--- src/rtl/deser_pkg.sv ---
// Shared types for the deserializer frame scheduler: FSM states, frame status codes
// and a width helper used to size counters and pointers.
package deser_pkg;

    typedef enum logic [2:0] {
        IDLE,
        START,
        COLLECT,
        DRAIN,
        DONE
    } state_e;

    typedef enum logic [1:0] {
        STATUS_OK  = 2'b00,
        STATUS_LEN = 2'b01,
        STATUS_OVF = 2'b10,
        STATUS_TMO = 2'b11
    } status_e;

    // Bits needed to index 'value' items; never less than 1 so vectors stay legal.
    function automatic int clog2(input int value);
        int r;
        r = 0;
        while ((1 << r) < value) r++;
        return (r < 1) ? 1 : r;
    endfunction

endpackage

--- src/rtl/deser_word_fifo.sv ---
// Small synchronous word FIFO. A push at full is accepted only when a pop frees a slot
// in the same cycle; the head word reads as zero while the FIFO is empty.
module deser_word_fifo
    import deser_pkg::*;
#(
    parameter int WORD_SIZE  = 8,
    parameter int FIFO_DEPTH = 4
) (
    input  logic                             clock,
    input  logic                             reset_n,
    input  logic                             push,
    input  logic [WORD_SIZE-1:0]             push_data,
    input  logic                             pop,
    output logic [WORD_SIZE-1:0]             pop_data,
    output logic                             full,
    output logic                             empty,
    output logic [clog2(FIFO_DEPTH+1)-1:0]   count
);
    localparam int PTR_W = clog2(FIFO_DEPTH);
    localparam int CNT_W = clog2(FIFO_DEPTH + 1);

    logic [WORD_SIZE-1:0] mem_reg [FIFO_DEPTH];
    logic [PTR_W-1:0]     wr_ptr_reg;
    logic [PTR_W-1:0]     rd_ptr_reg;
    logic [CNT_W-1:0]     count_reg;
    logic                 push_ok;
    logic                 pop_ok;

    assign empty    = (count_reg == '0);
    assign full     = (count_reg == CNT_W'(FIFO_DEPTH));
    assign pop_ok   = pop && !empty;
    assign push_ok  = push && (!full || pop_ok);
    assign pop_data = empty ? '0 : mem_reg[rd_ptr_reg];
    assign count    = count_reg;

    // Depth is a power of two, so the pointers wrap naturally.
    always_ff @(posedge clock or negedge reset_n) begin
        if (!reset_n) begin
            wr_ptr_reg <= '0;
            rd_ptr_reg <= '0;
            count_reg  <= '0;
        end else begin
            if (push_ok) wr_ptr_reg <= wr_ptr_reg + 1'b1;
            if (pop_ok)  rd_ptr_reg <= rd_ptr_reg + 1'b1;
            case ({push_ok, pop_ok})
                2'b10:   count_reg <= count_reg + 1'b1;
                2'b01:   count_reg <= count_reg - 1'b1;
                default: count_reg <= count_reg;
            endcase
        end
    end

    always_ff @(posedge clock) begin
        if (push_ok) mem_reg[wr_ptr_reg] <= push_data;
    end

endmodule

--- src/rtl/deser_frame_scheduler.sv ---
// Round-robin scheduler sharing one deserializer: grants a requester, runs one frame,
// buffers its words for the owner and reports frame status with a done pulse.
module deser_frame_scheduler
    import deser_pkg::*;
#(
    parameter int NUM_REQ         = 4,
    parameter int WORD_SIZE       = 8,
    parameter int WORDS_PER_FRAME = 2,
    parameter int FIFO_DEPTH      = 4,
    parameter int TIMEOUT_CYCLES  = 1024
) (
    input  logic                 clock,
    input  logic                 reset_n,
    input  logic [NUM_REQ-1:0]   req,
    output logic [NUM_REQ-1:0]   grant,
    output logic                 done,
    output logic [1:0]           status,
    output logic                 deser_start,
    output logic                 deser_abort,
    input  logic                 deser_busy,
    input  logic                 deser_rco,
    input  logic [WORD_SIZE-1:0] deser_data,
    output logic                 out_valid,
    input  logic                 out_ready,
    output logic [WORD_SIZE-1:0] out_data
);
    localparam int IDX_W  = clog2(NUM_REQ);
    localparam int WCNT_W = clog2(WORDS_PER_FRAME + 2);
    localparam int TCNT_W = clog2(TIMEOUT_CYCLES);
    localparam int CNT_W  = clog2(FIFO_DEPTH + 1);

    state_e             state_reg;
    status_e            status_reg;
    status_e            status_next;
    logic [NUM_REQ-1:0] grant_reg;
    logic [IDX_W-1:0]   grant_idx_reg;
    logic [IDX_W-1:0]   rr_ptr_reg;
    logic [IDX_W-1:0]   rr_next;
    logic [WCNT_W-1:0]  word_cnt_reg;
    logic [TCNT_W-1:0]  tmo_cnt_reg;
    logic               tmo_flag_reg;
    logic               ovf_flag_reg;
    logic               done_reg;
    logic               start_reg;
    logic               abort_reg;

    logic [NUM_REQ-1:0] req_rot;
    logic [IDX_W-1:0]   pick_ofs;
    logic [IDX_W:0]     pick_sum;
    logic [IDX_W-1:0]   pick_idx;
    logic [NUM_REQ-1:0] pick_onehot;
    logic               pick_valid;

    logic               push;
    logic               pop;
    logic               fifo_full;
    logic               fifo_empty;
    logic [CNT_W-1:0]   fifo_count;

    // Rotate requests so bit 0 is the requester at rr_ptr, then take the lowest set bit.
    assign req_rot = NUM_REQ'({req, req} >> rr_ptr_reg);

    always_comb begin
        pick_valid = 1'b0;
        pick_ofs   = '0;
        for (int i = NUM_REQ - 1; i >= 0; i--) begin
            if (req_rot[i]) begin
                pick_valid = 1'b1;
                pick_ofs   = IDX_W'(i);
            end
        end
    end

    assign pick_sum = {1'b0, rr_ptr_reg} + {1'b0, pick_ofs};
    assign pick_idx = (pick_sum >= (IDX_W+1)'(NUM_REQ)) ? IDX_W'(pick_sum - (IDX_W+1)'(NUM_REQ))
                                                        : IDX_W'(pick_sum);
    assign rr_next  = (grant_idx_reg == IDX_W'(NUM_REQ - 1)) ? '0 : grant_idx_reg + 1'b1;

    for (genvar gi = 0; gi < NUM_REQ; gi++) begin : g_onehot
        assign pick_onehot[gi] = (pick_idx == IDX_W'(gi));
    end

    always_comb begin
        if (tmo_flag_reg)                                 status_next = STATUS_TMO;
        else if (ovf_flag_reg)                            status_next = STATUS_OVF;
        else if (word_cnt_reg != WCNT_W'(WORDS_PER_FRAME)) status_next = STATUS_LEN;
        else                                              status_next = STATUS_OK;
    end

    assign push = (state_reg == COLLECT) && deser_rco;
    assign pop  = out_valid && out_ready;

    deser_word_fifo #(
        .WORD_SIZE  (WORD_SIZE),
        .FIFO_DEPTH (FIFO_DEPTH)
    ) u_fifo (
        .clock     (clock),
        .reset_n   (reset_n),
        .push      (push),
        .push_data (deser_data),
        .pop       (pop),
        .pop_data  (out_data),
        .full      (fifo_full),
        .empty     (fifo_empty),
        .count     (fifo_count)
    );

    always_ff @(posedge clock or negedge reset_n) begin
        if (!reset_n) begin
            state_reg     <= IDLE;
            status_reg    <= STATUS_OK;
            grant_reg     <= '0;
            grant_idx_reg <= '0;
            rr_ptr_reg    <= '0;
            word_cnt_reg  <= '0;
            tmo_cnt_reg   <= '0;
            tmo_flag_reg  <= 1'b0;
            ovf_flag_reg  <= 1'b0;
            done_reg      <= 1'b0;
            start_reg     <= 1'b0;
            abort_reg     <= 1'b0;
        end else begin
            start_reg <= 1'b0;
            abort_reg <= 1'b0;
            done_reg  <= 1'b0;
            case (state_reg)
                IDLE: begin
                    if (pick_valid) begin
                        grant_idx_reg <= pick_idx;
                        grant_reg     <= pick_onehot;
                        start_reg     <= 1'b1;
                        state_reg     <= START;
                    end
                end
                START: begin
                    word_cnt_reg <= '0;
                    tmo_cnt_reg  <= '0;
                    tmo_flag_reg <= 1'b0;
                    ovf_flag_reg <= 1'b0;
                    state_reg    <= COLLECT;
                end
                COLLECT: begin
                    if (push && word_cnt_reg != WCNT_W'(WORDS_PER_FRAME + 1))
                        word_cnt_reg <= word_cnt_reg + 1'b1;
                    if (push && fifo_full && !pop)
                        ovf_flag_reg <= 1'b1;
                    // Timeout wins over a simultaneous busy drop.
                    if (tmo_cnt_reg == TCNT_W'(TIMEOUT_CYCLES - 1)) begin
                        abort_reg    <= 1'b1;
                        tmo_flag_reg <= 1'b1;
                        state_reg    <= DRAIN;
                    end else begin
                        tmo_cnt_reg <= tmo_cnt_reg + 1'b1;
                        if (!deser_busy) state_reg <= DRAIN;
                    end
                end
                DRAIN: begin
                    if (fifo_count == '0) begin
                        done_reg   <= 1'b1;
                        status_reg <= status_next;
                        state_reg  <= DONE;
                    end
                end
                DONE: begin
                    grant_reg  <= '0;
                    status_reg <= STATUS_OK;
                    rr_ptr_reg <= rr_next;
                    state_reg  <= IDLE;
                end
                default: state_reg <= IDLE;
            endcase
        end
    end

    assign grant       = grant_reg;
    assign done        = done_reg;
    assign status      = status_reg;
    assign deser_start = start_reg;
    assign deser_abort = abort_reg;
    assign out_valid   = !fifo_empty;

endmodule

--- config.mk ---
export PLATFORM = sky130hd
export DESIGN_NAME = deser_frame_scheduler
export DESIGN_NICKNAME = d
export VERILOG_FILES = /design/src/rtl/deser_pkg.sv /design/src/rtl/deser_word_fifo.sv /design/src/rtl/deser_frame_scheduler.sv
export SDC_FILE = /design/constraint.sdc
export NUM_CORES = 1
export LEC_CHECK = 0
export CORE_ASPECT_RATIO = 1.75
export CORE_UTILIZATION = 55
export CTS_BUF_LIST = sky130_fd_sc_hd__clkbuf_8
export DETAILED_ROUTE_END_ITERATION = 6
export PLACE_DENSITY = 0.78
export RECOVER_POWER = 25
export SYNTH_ARGS = -nofsm -noshare
export SYNTH_HDL_FRONTEND = slang
export SYNTH_SLANG_ARGS = --single-unit
--- constraint.sdc ---
create_clock -name clock -period 2.76 [get_ports clock]
set_input_delay 0.414 -clock clock [delete_from_list [all_inputs] [get_ports clock]]
set_output_delay 0.414 -clock clock [all_outputs]
set_load 0.005 [all_outputs]
## Yosys cells after proc, flatten, opt, wreduce, memory -nomap -nowiden

Memory sizes are Yosys's and may differ from the RTL's.
Cells that the tools add are included.

- Register bits after elaboration: 37
- Memories kept: 1
- Output and inout bits: 18
- Word-level logic and storage cells: 114
- Bits of input ports: 17
- Memory bits (writable): 32

- Muxes and demuxes: 40
- Shift operators: 1
- Add/sub/neg operators: 9
- Reductions and logical operators: 26
- Magnitude comparators: 1
- Equality and inequality tests: 21

Memory list:

| name | words | width | rd ports | clocked after Yosys merged registers in | wr ports | line | RTL |
|---|---|---|---|---|---|---|---|
| u_fifo.mem_reg | 4 | 8 | 1 | 0 | 1 | deser_word_fifo.sv:22 | `logic [WORD_SIZE-1:0] mem_reg [FIFO_DEPTH];` |

Operators with widths:

| kind | count |
|---|---|
| 2-bit 2-to-1 mux | 10 |
| 10-bit one-hot mux with 2 select lines | 1 |
| 1-bit 2-to-1 mux | 15 |
| 2-bit AND reduction | 7 |
| 3-bit 2-to-1 mux | 4 |
| 3-bit one-hot mux with 4 select lines | 1 |
| 10-bit by 1-bit adder with 10-bit output, second input constant | 1 |
| 10-bit equality test, second input constant | 1 |
| 10-bit 2-to-1 mux | 1 |
| 2-bit by 1-bit adder with 2-bit output, second input constant | 4 |
| 2-bit equality test, second input constant | 4 |
| 8-bit 2-to-1 mux | 1 |
| 2-bit by 1-bit inequality test with 1-bit output, second input constant | 4 |
| 2-bit inequality test, second input constant | 4 |
| 2-bit one-hot mux with 2 select lines | 2 |
| 4-bit one-hot mux with 2 select lines | 1 |
| 2-bit nonzero test | 4 |
| 8-bit by 2-bit right shift with 4-bit output | 1 |
| 1-bit logical AND | 7 |
| 3-bit by 2-bit equality test with 1-bit output, second input constant | 2 |
| 3-bit equality test, second input constant | 2 |
| 3-bit logical NOT | 2 |
| 3-bit one-hot mux with 2 select lines | 1 |
| 2-bit by 1-bit equality test with 1-bit output, second input constant | 2 |
| other kinds (13) | 16 |

## Logic depth before layout (Yosys ltp)

Gate-level depths: netlist (run 1).

- Depth after elaboration: 11
- Depth in mapped cells: 10
- Depth with buffers taken out: 10

## By module

Synthesis (run 1) repeated with hierarchy kept, for this count alone.

- Cell total of the unflattened synthesis: 258
- Area, all modules: 3280.6 sq um

Modules (own cells, without submodules):

| module | times used | seq. area each (sq um) | area an instance (sq um) | cells an instance |
|---|---|---|---|---|
| deser_word_fifo | 1 | 1136.1 | 1645.3 | 90 |
| deser_frame_scheduler | 1 | 750.7 | 1635.3 | 168 |

## Least setup slack after synthesis (run 1)

No wires, ideal clock.

- Path type: register to register
- From: reg state_reg[0]
- To: reg u_fifo.count_reg[2] (netlist: u_fifo.count[2])
- Required time: 2.635 ns
- Arrival: 1.906 ns
- Stages on the path, launching flop included: 11
- Slack: 0.729 ns
- Library setup time: 0.125 ns
- Period minus slack after synthesis: 2.031 ns
- Buffers on the path: 0
- Cell sequence: dfrtp_1 > nor3b_2 > nand2_1 > nor2_1 > inv_1 > ha_1 > inv_1 > fa_1 > xor2_1 > nor2_1 > xor2_1

- Longest elaborated chain between the ends: 5
- Elaborated cells between the ends (all ways): 7
- Classes of those cells: eq/ne: 3; mux: 1; reduce/logical: 3

Ends and longest elaborated chain:

| item | line | RTL |
|---|---|---|
| start, declared | deser_frame_scheduler.sv:32 | `state_e state_reg;` |
| start signal, assigned | deser_frame_scheduler.sv:110 | `state_reg <= IDLE;` |
| start signal, assigned | deser_frame_scheduler.sv:132 | `state_reg <= START;` |
| start signal, assigned | deser_frame_scheduler.sv:140 | `state_reg <= COLLECT;` |
| 3-bit by 2-bit equality test with 1-bit output (*) | deser_frame_scheduler.sv:90 | `assign push = (state_reg == COLLECT) && deser_rco;` |
| 1-bit logical AND (*) | deser_frame_scheduler.sv:90 |  |
| 1-bit logical AND (*) | deser_word_fifo.sv:32 | `assign push_ok = push && (!full \|\| pop_ok);` |
| 2-bit by 1-bit equality test with 1-bit output or 2-bit equality test (tied branches) | deser_word_fifo.sv:45 | `case ({push_ok, pop_ok})` |
| 3-bit one-hot mux with 2 select lines or 2-bit nonzero test (tied branches) | n/a |  |
| end signal, assigned | deser_word_fifo.sv:46 | `2'b10: count_reg <= count_reg + 1'b1;` |
| end signal, assigned | deser_word_fifo.sv:47 | `2'b01: count_reg <= count_reg - 1'b1;` |
| end signal, assigned | deser_word_fifo.sv:48 | `default: count_reg <= count_reg;` |
| end, declared | deser_word_fifo.sv:25 | `logic [CNT_W-1:0] count_reg;` |

Every way passes the cells marked *; elsewhere a longest branch is shown, timed or not.
A chain may end at the register's enable or synchronous reset.

## Final worst setup path (run 1)

- From: reg u_fifo.rd_ptr_reg[0]
- To: out out_data[5]

- Longest elaborated chain between the ends: 2

Ends and longest elaborated chain:

| item | line | RTL |
|---|---|---|
| start, declared | deser_word_fifo.sv:24 | `logic [PTR_W-1:0] rd_ptr_reg;` |
| start signal, assigned | deser_word_fifo.sv:44 | `if (pop_ok) rd_ptr_reg <= rd_ptr_reg + 1'b1;` |
| memory 4 x 8 bit | n/a |  |
| 8-bit 2-to-1 mux | deser_word_fifo.sv:33 | `assign pop_data = empty ? '0 : mem_reg[rd_ptr_reg];` |
| end, declared | deser_frame_scheduler.sv:25 | `output logic [WORD_SIZE-1:0] out_data` |

Every way passes these cells.

==> summary.txt, run 1 <==
Synthesis
  • Synth async-reset ratio: between 50% and 60%
  • Sequential share of the synthesized area: 58.4%
  • Primary FF master, synth: dfrtp_1
  • Mean post-synth cell area: around 13 sq um
  • Mapped Area: approximately 3200 sq um
  • Synth Area in Compound Gates: roughly 8.9%
  • Synthesis Warnings: 0
  • Syn Nets: 280
  • Simple-Gate Fraction of Synth Area: between 10% and 20%
  • Synth Area in XOR/XNOR: 3.49%
  • Synth area leaders: edfxtp_1 30%, dfrtp_1 29%, mux4_2 5.6%, ha_1 3.9%, nor2_1 3.3%
  • Post-synth top area share: ~30%
  • Cells after synthesis: approximately 250
  • Yosys reg bits: 69
  • Mux contribution to synthesized area: 7.17%
  • Post-synth EDFFs: 32
  • Adder-cell share of the synthesized area: under 10%
  • Top cell type by total area after synthesis: edfxtp_1
  • Yosys cell types: 51
  • Largest family of logic cells by synthesized area: simple AND/OR/NAND/NOR gates

STA
  • Final Critical Period: 2.42 ns
  • Aggregate negative setup slack: 0 ns
  • Fmax: roughly 410 MHz
  • Final WS setup: around 0.34 ns
  • Actual slew at the worst max-slew pin: just under 2 ns
  • Clock Skews: between 0.007 and 0.008 ns
  • Relative slew slack: -30.2%
  • Setup Viol. Count Final: 0
  • RSZ-0062 raised after global routing: false
  • Slew Viols, Final: 38
  • Final period util: ~88%
  • Final hold vios: 0

Global routing
  • Initial antenna violation count: 0
  • Largest net degree at the start of global routing: 38
  • Overflow after GRT: 0
  • First-pass GRT wire length: 9220 um
  • Total Routing Usage GR: 21.3%
  • Vias in the first global route: roughly 2000

Worst setup path
  • Worst path arrival time: approximately 2 ns
  • Startpoint Class: flop
  • Critical Path End Type: output port
  • CP Class: flop to output port
  • RR Endpoint: u_fifo.count[2]
  • FF-to-FF setup slack: 0.61 ns
  • Crit path from: u_fifo.rd_ptr_reg[0]
  • Reg2reg start: u_fifo.count[0]
  • Reg2Reg Depth: 9
  • CP max FO: 10
  • Worst endpoint required time: ~2.4 ns
  • CP endpoint: out_data[5]

Detailed routing
  • DRT Pass-1 Iters: 4
  • Final wirelength: between 5000 and 6000 um
  • Remaining antenna violation count after routing: 0
  • Drt initial violations: 137
  • Vias per cell: 5.54
  • WL/cell: between 15 and 20 um
  • # DRC: 0
  • Vias: between 2000 and 2500

Floorplanning
  • DIE WIDTH: ~60 um
  • Core box area: approximately 5600 sq um
  • Vert. Die Dim: ~100 um
  • Die Area: 6190 sq um
  • Row cnt: 36
  • Starting density of the core: a little under three fifths
  • Ports: 35

CTS
  • CTS tree: built
  • Clk_lat worst skew: ~0.34 ns
  • Inserted Clock Buffers: 9
  • Sink Count: slightly below 70
  • Max Root-Sink Buffers: 2
  • Resize count post-CTS: 0
  • Hold-fix buffers at CTS: 0
  • Post-CTS Setup Bufs: 0
  • H-tree depth: 3
  • Clock root buffer: clkbuf_8
  • Clock-pin slew on the worst setup and hold paths: roughly 0.060 ns

Cells and area
  • Most frequent cells in the layout: 37 x dfrtp_1, 32 x edfxtp_1, 28 x nor2_1, 25 x clkdlybuf4s50_1, 22 x nand2_1
  • Max reg flops: 32
  • Layout area overhead: 18.7%
  • Ant. Diodes: 0
  • Commonest non-fill, non-tap cell in the layout: dfrtp_1
  • Fin cells: between 300 and 400
  • Share of cells above drive strength 1: approximately 14%
  • Nets: roughly 320

Outcome
  • Status: finished with violations
  • Failing checks: max-capacitance violations, max-slew violations

Min path
  • Hold WC Path Type: flop to flop

Pwr
  • Switching share of power: around a third
  • Clock power share: about a fifth
  • P_int: between 2 and 2.5 mW
  • PD cells: ~950 nW/um^2
  • Worst vdd ir: slightly below 0.6 mV
  • Comb pwr share: around 37%
  • Switch Pwr: roughly 1.2 mW
  • Lkg Pwr: 1.52 nW
  • Sequential power share: 41.7%

Place
  • Post-DP HPWL: between 4000 and 5000 um
  • IO Port Bufs: 34
  • Placed cells: 358
  • Placer Congestion: around 0.80
  • Pre-CTS setup slack: approximately 0.22 ns

Flow run
  • Maxcap violations: 1
cell type report:
type,count,area [sq um]
tap,76,95.1
inverter,11,41.3
sequential,69,1890
fill,424,1800
timing repair buffer,39,372
clock inverter,7,58.8
multi-input combinational,163,1250
clock buffer,9,124
critical path, cell delays in order, from the launching register on:
cell and delay (ns):
dfrtp_1 0.32, buf_4 0.22, mux4_2 0.53, and2_1 0.17, clkdlybuf4s50_1 0.44
layer usage:
layer	vias to the layer above	track usage, %	part of all wire [%]
met3	9	5.60	3.8
met2	49	37.2	55
met4	0	10.9	2.0
li1	995	-	-
met5	-	0	0
met1	1020	23.2	39
cell usage after synthesis (all sizes together) (2+ instances only):
cell / n
o31ai: 3
o21ai: 8
nor3: 4
nand2: 22
mux2i: 4
dfrtp: 37
a32o: 2
ha: 10
xnor2: 8
nor4b: 2
clkbuf: 3
nand3: 9
or2: 2
o311ai: 2
mux4: 8
inv: 11
xor2: 4
a2111oi: 4
edfxtp: 32
nand4: 3
buf: 6
nor2: 28
a21o: 2
a221oi: 2
nand2b: 3
and2: 13
and3: 2
nor2b: 2
a211oi: 5
power groups by stage:
stage | combinational [mW] | clock (mW) | sequential, mW
2_1_floorplan | 0.882 | 0 | 1.46
3_3_place_gp | 1.33 | 0 | 1.53
3_5_place_dp | 1.36 | 0 | 1.54
4_1_cts | 1.38 | 0.787 | 1.51
5_1_grt | 1.50 | 0.825 | 1.54
6_report | 1.36 | 0.763 | 1.51
stage by stage:
stage	power, mW	utilization, %	hold WS, ns	cell area (sq um)
global route	3.87	68.1	0.539	3830
floorplan	2.34	-	0.118	3230
CTS	3.68	68.1	0.174	3830
detailed placement	2.90	64.8	0.495	3650
global placement	2.86	64.8	0.473	3650
finish	3.63	68.1	0.503	3830
how the worst min path moves through the flow:
stage,depth (start not counted),start,endpoint
after global routing,1,grant_idx_reg[0],rr_ptr_reg[0]
after CTS,1,reset_n,u_fifo.count[0]
after detailed placement,1,u_fifo.count[2],u_fifo.count[2]
after global placement,2,grant_idx_reg[1],grant_idx_reg[1]
after floorplan,0,reset_n,deser_abort
final,2,grant_idx_reg[1],grant_idx_reg[1]
cells by family (layout without fill, tap and decap cells):
kind of cell / Yosys count / after routing
xor+xnor: 12 / 12
simple gates: 94 / 94
compound gates: 33 / 33
buf+inv: 20 / 66
fa+ha+maj: 11 / 11
flops: 69 / 69
mux: 13 / 13
No activity file was read; power rests on OpenSTA's default activity.
==> run 2: changes to the inputs <==
--- a/config.mk
+++ b/config.mk
@@ -11,6 +11,7 @@
 export DETAILED_ROUTE_END_ITERATION = 6
 export PLACE_DENSITY = 0.78
 export RECOVER_POWER = 25
+export SLEW_MARGIN = 20
 export SYNTH_ARGS = -nofsm -noshare
 export SYNTH_HDL_FRONTEND = slang
 export SYNTH_SLANG_ARGS = --single-unit
==> results of run 2 <==
The final DEF is identical to that of run 1; final timing and power are the same.
